**src/rtl/if_prefetch_pkg.sv**
```systemverilog
// Shared defaults and types for the instruction-fetch prefetch queue.
// The fetch-side defaults (W_ADDR, RESET_PC, STEP) live here so every user agrees on them.
package if_prefetch_pkg;

    localparam int unsigned W_ADDR   = 32;
    localparam logic [31:0] RESET_PC = 32'hBFC0_0000;
    localparam int unsigned STEP     = 4;

    // RQ_STALE: a request is held on the bus, but a redirect arrived after it was issued.
    typedef enum logic [1:0] {
        RQ_OFF,
        RQ_FREE,
        RQ_HELD,
        RQ_STALE
    } req_state_t;

endpackage

```
**src/rtl/if_fetch_queue.sv**
```systemverilog
// In-order fetch entry storage: allocate at the tail, fill the oldest unfilled entry,
// and pop at the head. A flush empties the whole queue.
module if_fetch_queue #(
    parameter int unsigned DEPTH  = 4,
    parameter int unsigned ADDR_W = 32,
    parameter int unsigned DATA_W = 32,
    parameter int unsigned CNT_W  = $clog2(DEPTH) + 1
) (
    input  logic              clk,
    input  logic              rst,
    input  logic              flush,
    input  logic              alloc,
    input  logic [ADDR_W-1:0] alloc_pc,
    input  logic              fill,
    input  logic [DATA_W-1:0] fill_data,
    input  logic              pop,
    output logic              head_valid,
    output logic [ADDR_W-1:0] head_pc,
    output logic [DATA_W-1:0] head_inst,
    output logic [CNT_W-1:0]  alloc_cnt,
    output logic [CNT_W-1:0]  unfilled_cnt
);

    localparam int unsigned PTR_W = $clog2(DEPTH);

    logic [ADDR_W-1:0] pc_q   [DEPTH];
    logic [DATA_W-1:0] inst_q [DEPTH];
    logic [DEPTH-1:0]  filled_q;
    logic [PTR_W-1:0]  head_ptr;
    logic [PTR_W-1:0]  tail_ptr;
    logic [PTR_W-1:0]  fill_ptr;
    logic              do_alloc;
    logic              do_fill;
    logic              do_pop;

    assign do_alloc   = alloc && (alloc_cnt != CNT_W'(DEPTH));
    assign do_fill    = fill && (unfilled_cnt != '0);
    assign do_pop     = pop && head_valid;
    assign head_valid = (alloc_cnt != '0) && filled_q[head_ptr];
    assign head_pc    = head_valid ? pc_q[head_ptr] : '0;
    assign head_inst  = head_valid ? inst_q[head_ptr] : '0;

    // Head, fill and tail indices never collide on the same cycle:
    // a full queue blocks allocation, and an empty queue has nothing to fill or pop.
    always_ff @(posedge clk or negedge rst) begin
        if (!rst) begin
            head_ptr     <= '0;
            tail_ptr     <= '0;
            fill_ptr     <= '0;
            filled_q     <= '0;
            alloc_cnt    <= '0;
            unfilled_cnt <= '0;
            for (int unsigned i = 0; i < DEPTH; i++) begin
                pc_q[i]   <= '0;
                inst_q[i] <= '0;
            end
        end else if (flush) begin
            head_ptr     <= '0;
            tail_ptr     <= '0;
            fill_ptr     <= '0;
            filled_q     <= '0;
            alloc_cnt    <= '0;
            unfilled_cnt <= '0;
        end else begin
            if (do_alloc) begin
                pc_q[tail_ptr]     <= alloc_pc;
                filled_q[tail_ptr] <= 1'b0;
                tail_ptr           <= tail_ptr + 1'b1;
            end
            if (do_fill) begin
                inst_q[fill_ptr]   <= fill_data;
                filled_q[fill_ptr] <= 1'b1;
                fill_ptr           <= fill_ptr + 1'b1;
            end
            if (do_pop) begin
                filled_q[head_ptr] <= 1'b0;
                head_ptr           <= head_ptr + 1'b1;
            end
            alloc_cnt    <= alloc_cnt + CNT_W'(do_alloc) - CNT_W'(do_pop);
            unfilled_cnt <= unfilled_cnt + CNT_W'(do_alloc) - CNT_W'(do_fill);
        end
    end

endmodule

```
**src/rtl/if_prefetch.sv**
```systemverilog
// Instruction prefetch front end: issues in-order fetch requests, queues the responses,
// and on a redirect flushes the queue and discards any responses still in flight.
module if_prefetch #(
    parameter int unsigned       ADDR_W   = if_prefetch_pkg::W_ADDR,
    parameter int unsigned       DATA_W   = 32,
    parameter int unsigned       DEPTH    = 4,
    parameter logic [ADDR_W-1:0] RESET_PC = ADDR_W'(if_prefetch_pkg::RESET_PC),
    parameter int unsigned       STEP     = if_prefetch_pkg::STEP
) (
    input  logic              clk,
    input  logic              rst,
    input  logic              stall,
    input  logic              except,
    input  logic [ADDR_W-1:0] except_addr,
    input  logic              branch,
    input  logic [ADDR_W-1:0] branch_addr,
    output logic              inst_req,
    output logic [ADDR_W-1:0] inst_addr,
    input  logic              inst_addr_ok,
    input  logic              inst_data_ok,
    input  logic [DATA_W-1:0] inst_rdata,
    output logic              out_valid,
    output logic [ADDR_W-1:0] out_pc,
    output logic [DATA_W-1:0] out_inst
);
    import if_prefetch_pkg::*;

    localparam int unsigned CNT_W = $clog2(DEPTH) + 1;

    req_state_t        state;
    logic [ADDR_W-1:0] fpc;
    logic [ADDR_W-1:0] redir_pc;
    logic [ADDR_W-1:0] target;
    logic [CNT_W-1:0]  alloc_cnt;
    logic [CNT_W-1:0]  unfilled_cnt;
    logic [CNT_W-1:0]  disc_cnt;
    logic [CNT_W-1:0]  disc_nxt;
    logic              redirect;
    logic              held;
    logic              stale;
    logic              room;
    logic              accept;
    logic              discard_acc;
    logic              alloc;
    logic              drop;
    logic              fill;
    logic              pop;
    logic              hold_now;

    assign redirect    = except | branch;
    assign target      = except ? except_addr : branch_addr;
    assign stale       = (state == RQ_STALE);
    assign held        = (state == RQ_HELD) || stale;
    assign room        = (alloc_cnt + disc_cnt) < CNT_W'(DEPTH);
    assign inst_req    = held || ((state == RQ_FREE) && room);
    assign inst_addr   = fpc;
    assign accept      = inst_req && inst_addr_ok;
    assign hold_now    = inst_req && !inst_addr_ok;
    assign discard_acc = accept && (redirect || stale);
    assign alloc       = accept && !discard_acc;
    assign drop        = inst_data_ok && (disc_cnt != '0);
    assign fill        = inst_data_ok && (disc_cnt == '0) && !redirect;
    assign pop         = out_valid && !stall && !redirect;

    // A same-cycle response retires one outstanding request either way: it would
    // have dropped a discard or filled an entry that is now being flushed.
    always_comb begin
        disc_nxt = disc_cnt;
        if (redirect) begin
            disc_nxt = disc_cnt + unfilled_cnt;
            if (inst_data_ok && (disc_nxt != '0)) begin
                disc_nxt = disc_nxt - 1'b1;
            end
        end else if (drop) begin
            disc_nxt = disc_cnt - 1'b1;
        end
        disc_nxt = disc_nxt + CNT_W'(discard_acc);
    end

    always_ff @(posedge clk or negedge rst) begin
        if (!rst) begin
            state    <= RQ_OFF;
            fpc      <= RESET_PC;
            redir_pc <= '0;
            disc_cnt <= '0;
        end else begin
            disc_cnt <= disc_nxt;
            if (state == RQ_OFF) begin
                state <= RQ_FREE;
            end else if (hold_now) begin
                state <= (redirect || stale) ? RQ_STALE : RQ_HELD;
            end else begin
                state <= RQ_FREE;
            end
            // While a request is held, the bus address must not move; park the target.
            if (redirect && hold_now) begin
                redir_pc <= target;
            end
            if (redirect && !hold_now) begin
                fpc <= target;
            end else if (accept) begin
                fpc <= stale ? redir_pc : fpc + ADDR_W'(STEP);
            end
        end
    end

    if_fetch_queue #(
        .DEPTH  (DEPTH),
        .ADDR_W (ADDR_W),
        .DATA_W (DATA_W),
        .CNT_W  (CNT_W)
    ) u_queue (
        .clk          (clk),
        .rst          (rst),
        .flush        (redirect),
        .alloc        (alloc),
        .alloc_pc     (fpc),
        .fill         (fill),
        .fill_data    (inst_rdata),
        .pop          (pop),
        .head_valid   (out_valid),
        .head_pc      (out_pc),
        .head_inst    (out_inst),
        .alloc_cnt    (alloc_cnt),
        .unfilled_cnt (unfilled_cnt)
    );

endmodule

```
**config.mk**
```make
export PLATFORM = sky130hd
export DESIGN_NAME = if_prefetch
export DESIGN_NICKNAME = d
export VERILOG_FILES = /design/src/rtl/if_prefetch_pkg.sv /design/src/rtl/if_fetch_queue.sv /design/src/rtl/if_prefetch.sv
export SDC_FILE = /design/constraint.sdc
export NUM_CORES = 1
export LEC_CHECK = 0
export CAP_MARGIN = 20
export CORE_ASPECT_RATIO = 1.5
export CORE_MARGIN = 1.5
export CORE_UTILIZATION = 55
export CTS_CLUSTER_DIAMETER = 80
export DETAILED_ROUTE_END_ITERATION = 12
export PLACE_DENSITY = 0.78
export RECOVER_POWER = 100
export SETUP_SLACK_MARGIN = 0.4
export SLEW_MARGIN = 20
export SYNTH_ARGS = -nofsm -noshare
export SYNTH_HDL_FRONTEND = slang
export SYNTH_SLANG_ARGS = --single-unit
```
**constraint.sdc**
```tcl
create_clock -name clk -period 5.5 [get_ports clk]
set_clock_uncertainty 0.05 [all_clocks]
set_input_delay 1.375 -clock clk [delete_from_list [all_inputs] [get_ports clk]]
set_output_delay 1.375 -clock clk [all_outputs]
set_load 0.02 [all_outputs]
```
==> results.yml, run 1 <==
global_routing:
  met3_usage_pct: 3.86
  grt_pass1_vias: 12200
  antenna_found_initial: 0
  grt_use_met2_pct: 45.0
  grtUsageMet1_pct: 31.6
  grt_pass1_wl_mm: 64.9
  grt_overflow: 0
  grt_util_all_layers_pct: 25.4
  grt-busiest-layer: "met2"
  grt_max_degree: 121
synth:
  synth_edf_count: 0
  syn_inst: 1349
  yosys_most_used_dff: "dfrtp_1"
  netlist_area_sq_um: 17300
  yosysSeqAreaShare_pct: 49.4
  synth-seq-cells: 341
  syn_avg_cell_area_sq_um: 12.8
  async_flop_share_pct: 100
  synth_fp_nets: 1480
  synth_warnings: 0
  ys_types: 63
setup_path:
  cp_max_fo: 26
  critPathLaunchType: "flip-flop"
  crit_type: "reg2out"
  crit_path_end_kind: "output port"
  cp.required_ns: 4.07
  worstPathArrival_ns: 3.44
  rr_worst_depth: 9
floorplanning:
  die_y_um: 220
  die_area_sq_um: 32500
  core-area_sq_um: 31000
  pin_count: 201
  initial_core_util_pct: 55.7
  rows: 79
  fp.dieW_um: 148
sta:
  hold_viol: 0
  fin_setup_tns_ns: 0
  fin_crit_ns: 4.86
  rsz0062_at_grt: "false"
  final_max_slew_viol_count: 319
  period_share_pct: 88.4
  max_freq_ghz: 0.206
  relSlewSlack_pct: -112
  finalSetupViolCount: 0
  tightestPinTransition_ns: 3.18
run_status:
  status: "finished with violations"
  violations: "max-capacitance violations, max-slew violations"
routing:
  drcViolationCount: 0
  drt-total-wl_mm: 40.2
  vias_per_cell: 6.00
  drt_first_pass_iters: 5
  vias: 11600
  antenna_left: 0
  wl_per_cell_um: 20.7
  dr.first_iter.drc_count: 556
cells_and_area:
  fill_cells: 2362
  mostFrequentLayoutCell: "dfrtp_1"
  mostFrequentLayoutCells: "dfrtp_1, mux2_2, clkdlybuf4s50_1"
  n_antenna_cell: 0
  regArea_sq_um: 8550
  layout-drive-gt1-share_pct: 26.4
  multi_input_area_sq_um: 8050
  fin_nets: 1641
  area_growth_pct: 18.6
clock_network:
  cts_tree: "built"
  clkTransAtPathRegs_ns: 0.06
  cts_buffer_depth: 3
  post_cts_buffers: 0
  insertion_delay_ns: 0.52
  cts_repair_resize_count: 0
  cts-buffers-inserted: 35
  hold_buffers: 0
  cts-root-buf: "clkbuf_16"
  htree_levels: 2
  clock_sinks: 341
power_and_ir_drop:
  max-vdd-ir-drop_v: 0.000261
  cell_internal_pwr_mw: 5.24
  power_frac_comb_pct: 26.9
  power.share.clock_pct: 28.7
  finalPower_mw: 7.87
  p_switching_mw: 2.62
  p_seq_share_pct: 44.4
  netSwitchingFraction_pct: 33.3
  power_density_nw_per_um2: 383
  power.leakage_nw: 9.21
placement:
  port_buffers: 200
  place.gp.congestion: 0.842
  dp_hpwl_mm: 26.5
run:
  cap_violations: 6
worst_hold_path:
  hold_depth: 1
  min_path_type: "reg2reg"
-- logic make-up after synthesis --
family	Yosys count	synth area share, %
muxes	364	27.6
DFF	341	49.4
and+or+nand+nor	282	8.74
AOI/OAI and AO/OA	172	6.94
buffers and inverters	137	3.76
adders and majority gates	28	2.16
xor gates and xnor gates	25	1.35
-- cells in the mapped netlist (all sizes together) (3+ instances only) --
library cell    n  share of area [%]
dfrtp         332                 48
mux2          259                 17
nor2           78                1.7
nor2b          67                2.4
mux4           65                8.5
clkbuf         59                1.3
a21oi          56                1.6
buf            46                1.8
mux2i          40                2.3
nand2          36               0.78
inv            31               0.67
ha             25                1.8
a31oi          22               0.80
nand3          21               0.69
o21ai          20               0.58
xnor2          20                1.0
nand2b         14               0.51
nor3           14               0.41
and3           11               0.40
nand4          11               0.48
nor4           11               0.56
a211oi          9               0.39
dfstp           9                1.4
a211o           8               0.41
and2            7               0.25
o22ai           7               0.25
o31ai           7               0.30
a221oi          5               0.25
o31a            5               0.25
a21o            4               0.17
a311oi          4               0.61
and4            4               0.20
xor2            4               0.20
a22oi           3               0.13
a31o            3               0.15
fa              3               0.35
o211ai          3               0.13
or4             3               0.13
-- per-stage QoR --
stage | utilization [%] | setup slack (ns) | hold WS [ns] | instances | cell area (sq um)
5_1_grt | 66.1 | 0.494 | 0.446 | 1940 | 20500
4_1_cts | 66.6 | 1.08 | 0.433 | 1940 | 20700
2_1_floorplan | - | 1.84 | 0.402 | 1349 | 17300
6_report | 66.1 | 0.639 | 0.434 | 1940 | 20500
3_5_place_dp | 63.1 | 1.14 | 0.419 | 1878 | 19600
3_3_place_gp | 63.1 | 1.24 | 0.414 | 1878 | 19600
-- cell type report --
cell class | count | area share [%]
Sequential cell | 341 | 41.7
Multi-Input combinational cell | 871 | 39.2
Timing Repair Buffer | 229 | 10.7
Clock buffer | 53 | 5.05
Tap cell | 405 | 2.47
Inverter | 32 | 0.586
Clock inverter | 9 | 0.244
-- flip-flops by register name (all words and copies together) (netlist names) --
name                  count
u_queue.unfilled_cnt      3
u_queue.inst_q          128
u_queue.pc_q            128
state                     2
u_queue.filled_q          4
u_queue.alloc_cnt         3
inst_addr                32
u_queue.head_ptr          2
redir_pc                 32
disc_cnt                  3
u_queue.tail_ptr          2
u_queue.fill_ptr          2
-- power by group through the flow --
stage | sequential, mW | combinational, mW | clock (mW)
floorplan | 3.34 | 1.49 | 0
global placement | 3.50 | 2.12 | 0
detailed placement | 3.52 | 2.17 | 0
CTS | 3.48 | 2.18 | 2.32
global route | 3.55 | 2.31 | 2.41
finish | 3.49 | 2.11 | 2.26
-- critical path, stage by stage (launching register included) --
cell and delay (ns):
dfrtp_1 1.01, mux4_2 0.46, o31ai_4 0.08, clkbuf_2 0.60
nor2b_1 0.09, dlygate4sd3_1 0.67
-- final timing paths --
kind	start	end	slack (ns)
worst min-delay path	u_queue.pc_q[54]$_DFFE_PN0P_	u_queue.pc_q[54]$_DFFE_PN0P_	0.43
worst max-delay path	u_queue.head_ptr[1]$_DFFE_PN0P_	out_inst[30]	0.64
min in group asynchronous	rst	u_queue.pc_q[40]$_DFFE_PN0P_	1.78
worst max register to register	u_queue.alloc_cnt[1]$_DFF_PN0_	inst_addr[2]$_DFFE_PN0P_	1.13
worst min register to register	u_queue.pc_q[54]$_DFFE_PN0P_	u_queue.pc_q[54]$_DFFE_PN0P_	0.43
max in group asynchronous	rst	u_queue.head_ptr[0]$_DFFE_PN0P_	1.28
-- layer usage --
layer	routed length, um	part of all wire (%)	vias to the layer above
li1	-	-	5225
met2	21000	52	340
met5	0	0	-
met4	1200	3.0	0
met3	2050	5.1	95
met1	16000	40	5979
Note: power is estimated with default switching activity, not from simulation.
==> inputs of run 2 (changes only) <==
--- a/config.mk
+++ b/config.mk
@@ -5,9 +5,8 @@
 export SDC_FILE = /design/constraint.sdc
 export NUM_CORES = 1
 export LEC_CHECK = 0
-export CAP_MARGIN = 20
+export CAP_MARGIN = 15
 export CORE_ASPECT_RATIO = 1.5
-export CORE_MARGIN = 1.5
 export CORE_UTILIZATION = 55
 export CTS_CLUSTER_DIAMETER = 80
 export DETAILED_ROUTE_END_ITERATION = 12
==> results.yml, run 2 (synthesized netlist as in run 1, its figures left out) <==
cells_and_area:
  fill_cells: 2342
  largest_registers: "u_queue.inst_q (128), u_queue.pc_q (128)"
  area_growth_pct: 18.7
  n_antenna_cell: 0
  multi_input_area_sq_um: 8040
  fin_area_sq_um: 20500
  mostFrequentLayoutCell: "dfrtp_1"
  layout-drive-gt1-share_pct: 26.6
  mostFrequentLayoutCells: "dfrtp_1, mux2_2, clkdlybuf4s50_1"
  regArea_sq_um: 8550
  fin_nets: 1642
setup_path:
  r2r_end: "inst_addr[17]$_DFFE_PN0P_"
  r2r-start: "u_queue.alloc_cnt[1]$_DFF_PN0_"
  critPathLaunchType: "flip-flop"
  cp_cell_sequence: "mux4_2 -> o31ai_4 -> buf_4 -> nor2b_1 -> dlygate4sd3_1"
  cp_max_fo: 43
  slowest_delay_ns: 0.96
  crit_type: "reg2out"
  crit_path_end_kind: "output port"
  cp_num_buf_inv: 2
  worstPathArrival_ns: 3.46
  slowest_stage: "dfrtp_2"
  cp.required_ns: 4.07
  r2r_slack_ns: 1.22
  rr_worst_depth: 9
  path_delay_family: "buffers and inverters"
sta:
  hold_ws_ns: 0.435
  hold_viol: 0
  relSlewSlack_pct: -71.1
  finalSetupViolCount: 0
  fin_crit_ns: 4.89
  period_share_pct: 88.9
  max_freq_ghz: 0.205
  tightestPinTransition_ns: 2.55
  setup_slack_ns: 0.612
  rsz0062_at_grt: "false"
  fin_setup_tns_ns: 0
  final_max_slew_viol_count: 313
worst_hold_path:
  holdPathEnd: "u_queue.pc_q[84]$_DFFE_PN0P_"
  min_path_type: "reg2reg"
  min_from: "u_queue.pc_q[84]$_DFFE_PN0P_"
  hold_depth: 1
floorplanning:
  core-area_sq_um: 30900
  pin_count: 201
  initial_core_util_pct: 55.9
  fp.dieW_um: 147
  die_area_sq_um: 32200
  die_y_um: 219
  rows: 79
placement:
  port_buffers: 200
  place.gp.congestion: 0.891
  dp_hpwl_mm: 27.0
  placed_area_sq_um: 19600
  dp_slack_ns: 1.19
global_routing:
  grt_pass1_vias: 12500
  grt_max_degree: 91
  met3_usage_pct: 4.07
  grt_util_all_layers_pct: 26.1
  grt-busiest-layer: "met2"
  grt_pass1_wl_mm: 65.6
  grtUsageMet1_pct: 32.0
  antenna_found_initial: 0
  grt_overflow: 0
  grt_use_met2_pct: 46.1
routing:
  wl_per_cell_um: 20.7
  vias_per_cell: 5.98
  antenna_left: 0
  drt-total-wl_mm: 40.2
  drt_first_pass_iters: 5
  drcViolationCount: 0
  dr.first_iter.drc_count: 630
  vias: 11600
clock_network:
  htree_levels: 2
  cts-buffers-inserted: 34
  insertion_delay_ns: 0.52
  post_cts_buffers: 0
  cts-root-buf: "clkbuf_16"
  cts_repair_resize_count: 0
  cts_buffer_depth: 3
  clock_sinks: 341
  clkTransAtPathRegs_ns: 0.06
  hold_buffers: 0
  cts_tree: "built"
run_status:
  status: "finished with violations"
  violations: "max-capacitance violations, max-slew violations"
power_and_ir_drop:
  power_density_nw_per_um2: 387
  power.leakage_nw: 9.30
  max-vdd-ir-drop_v: 0.000322
run:
  cap_violations: 7
-- run 2: per-layer routing --
| metal | wire length [um] | vias to the layer above |
|---|---|---|
| met3 | 2050 | 78 |
| met5 | 0 | - |
| met2 | 20900 | 388 |
| li1 | - | 5216 |
| met4 | 1260 | 0 |
| met1 | 16000 | 5912 |
-- run 2: cell type report --
class / count / share of cell area [%]
flip-flops and latches: 341 / 41.6
well taps: 405 / 2.47
inverters: 32 / 0.585
clock buffers: 53 / 5.10
multi-input cells: 871 / 39.2
clock inverters: 7 / 0.415
repair buffers: 231 / 10.6
-- run 2: through the flow --
| step | power, mW | utilization (%) | std cells |
|---|---|---|---|
| after global placement | 5.62 | 63.2 | 1880 |
| after detailed placement | 5.69 | 63.2 | 1880 |
| after floorplan | 4.84 | - | 1349 |
| after global routing | 8.36 | 66.3 | 1940 |
| after CTS | 8.06 | 66.9 | 1940 |
| final | 7.94 | 66.3 | 1940 |
-- run 2: worst max path at each step --
stage | start | endpoint | slack (ns) | cells past startpoint
2_1_floorplan | except | u_queue.unfilled_cnt[2]$_DFF_PN0_ | 1.84 | 10
3_5_place_dp | branch | u_queue.unfilled_cnt[2]$_DFF_PN0_ | 1.19 | 10
3_3_place_gp | branch | u_queue.unfilled_cnt[2]$_DFF_PN0_ | 1.22 | 10
6_report | u_queue.head_ptr[0]$_DFFE_PN0P_ | out_inst[11] | 0.61 | 5
4_1_cts | u_queue.head_ptr[0]$_DFFE_PN0P_ | out_pc[14] | 0.81 | 5
5_1_grt | u_queue.head_ptr[0]$_DFFE_PN0P_ | out_inst[30] | 0.36 | 4
-- run 2: power breakdown --
group | switching, mW | internal (mW) | leakage [nW] | total, mW
clock network | 0.936 | 1.40 | 0.559 | 2.34
logic | 1.11 | 0.996 | 4.23 | 2.11
registers | 0.556 | 2.94 | 4.50 | 3.50
-- run 2: worst register-to-register path: stages, from the launching register on --
cell,delay (ns)
dfrtp_1,0.48
ha_1,0.35
a31o_2,0.26
nand3_1,0.14
and3_1,0.18
clkbuf_1,0.91
inv_1,0.60
nor2_1,0.42
clkbuf_1,0.55
a31oi_1,0.18
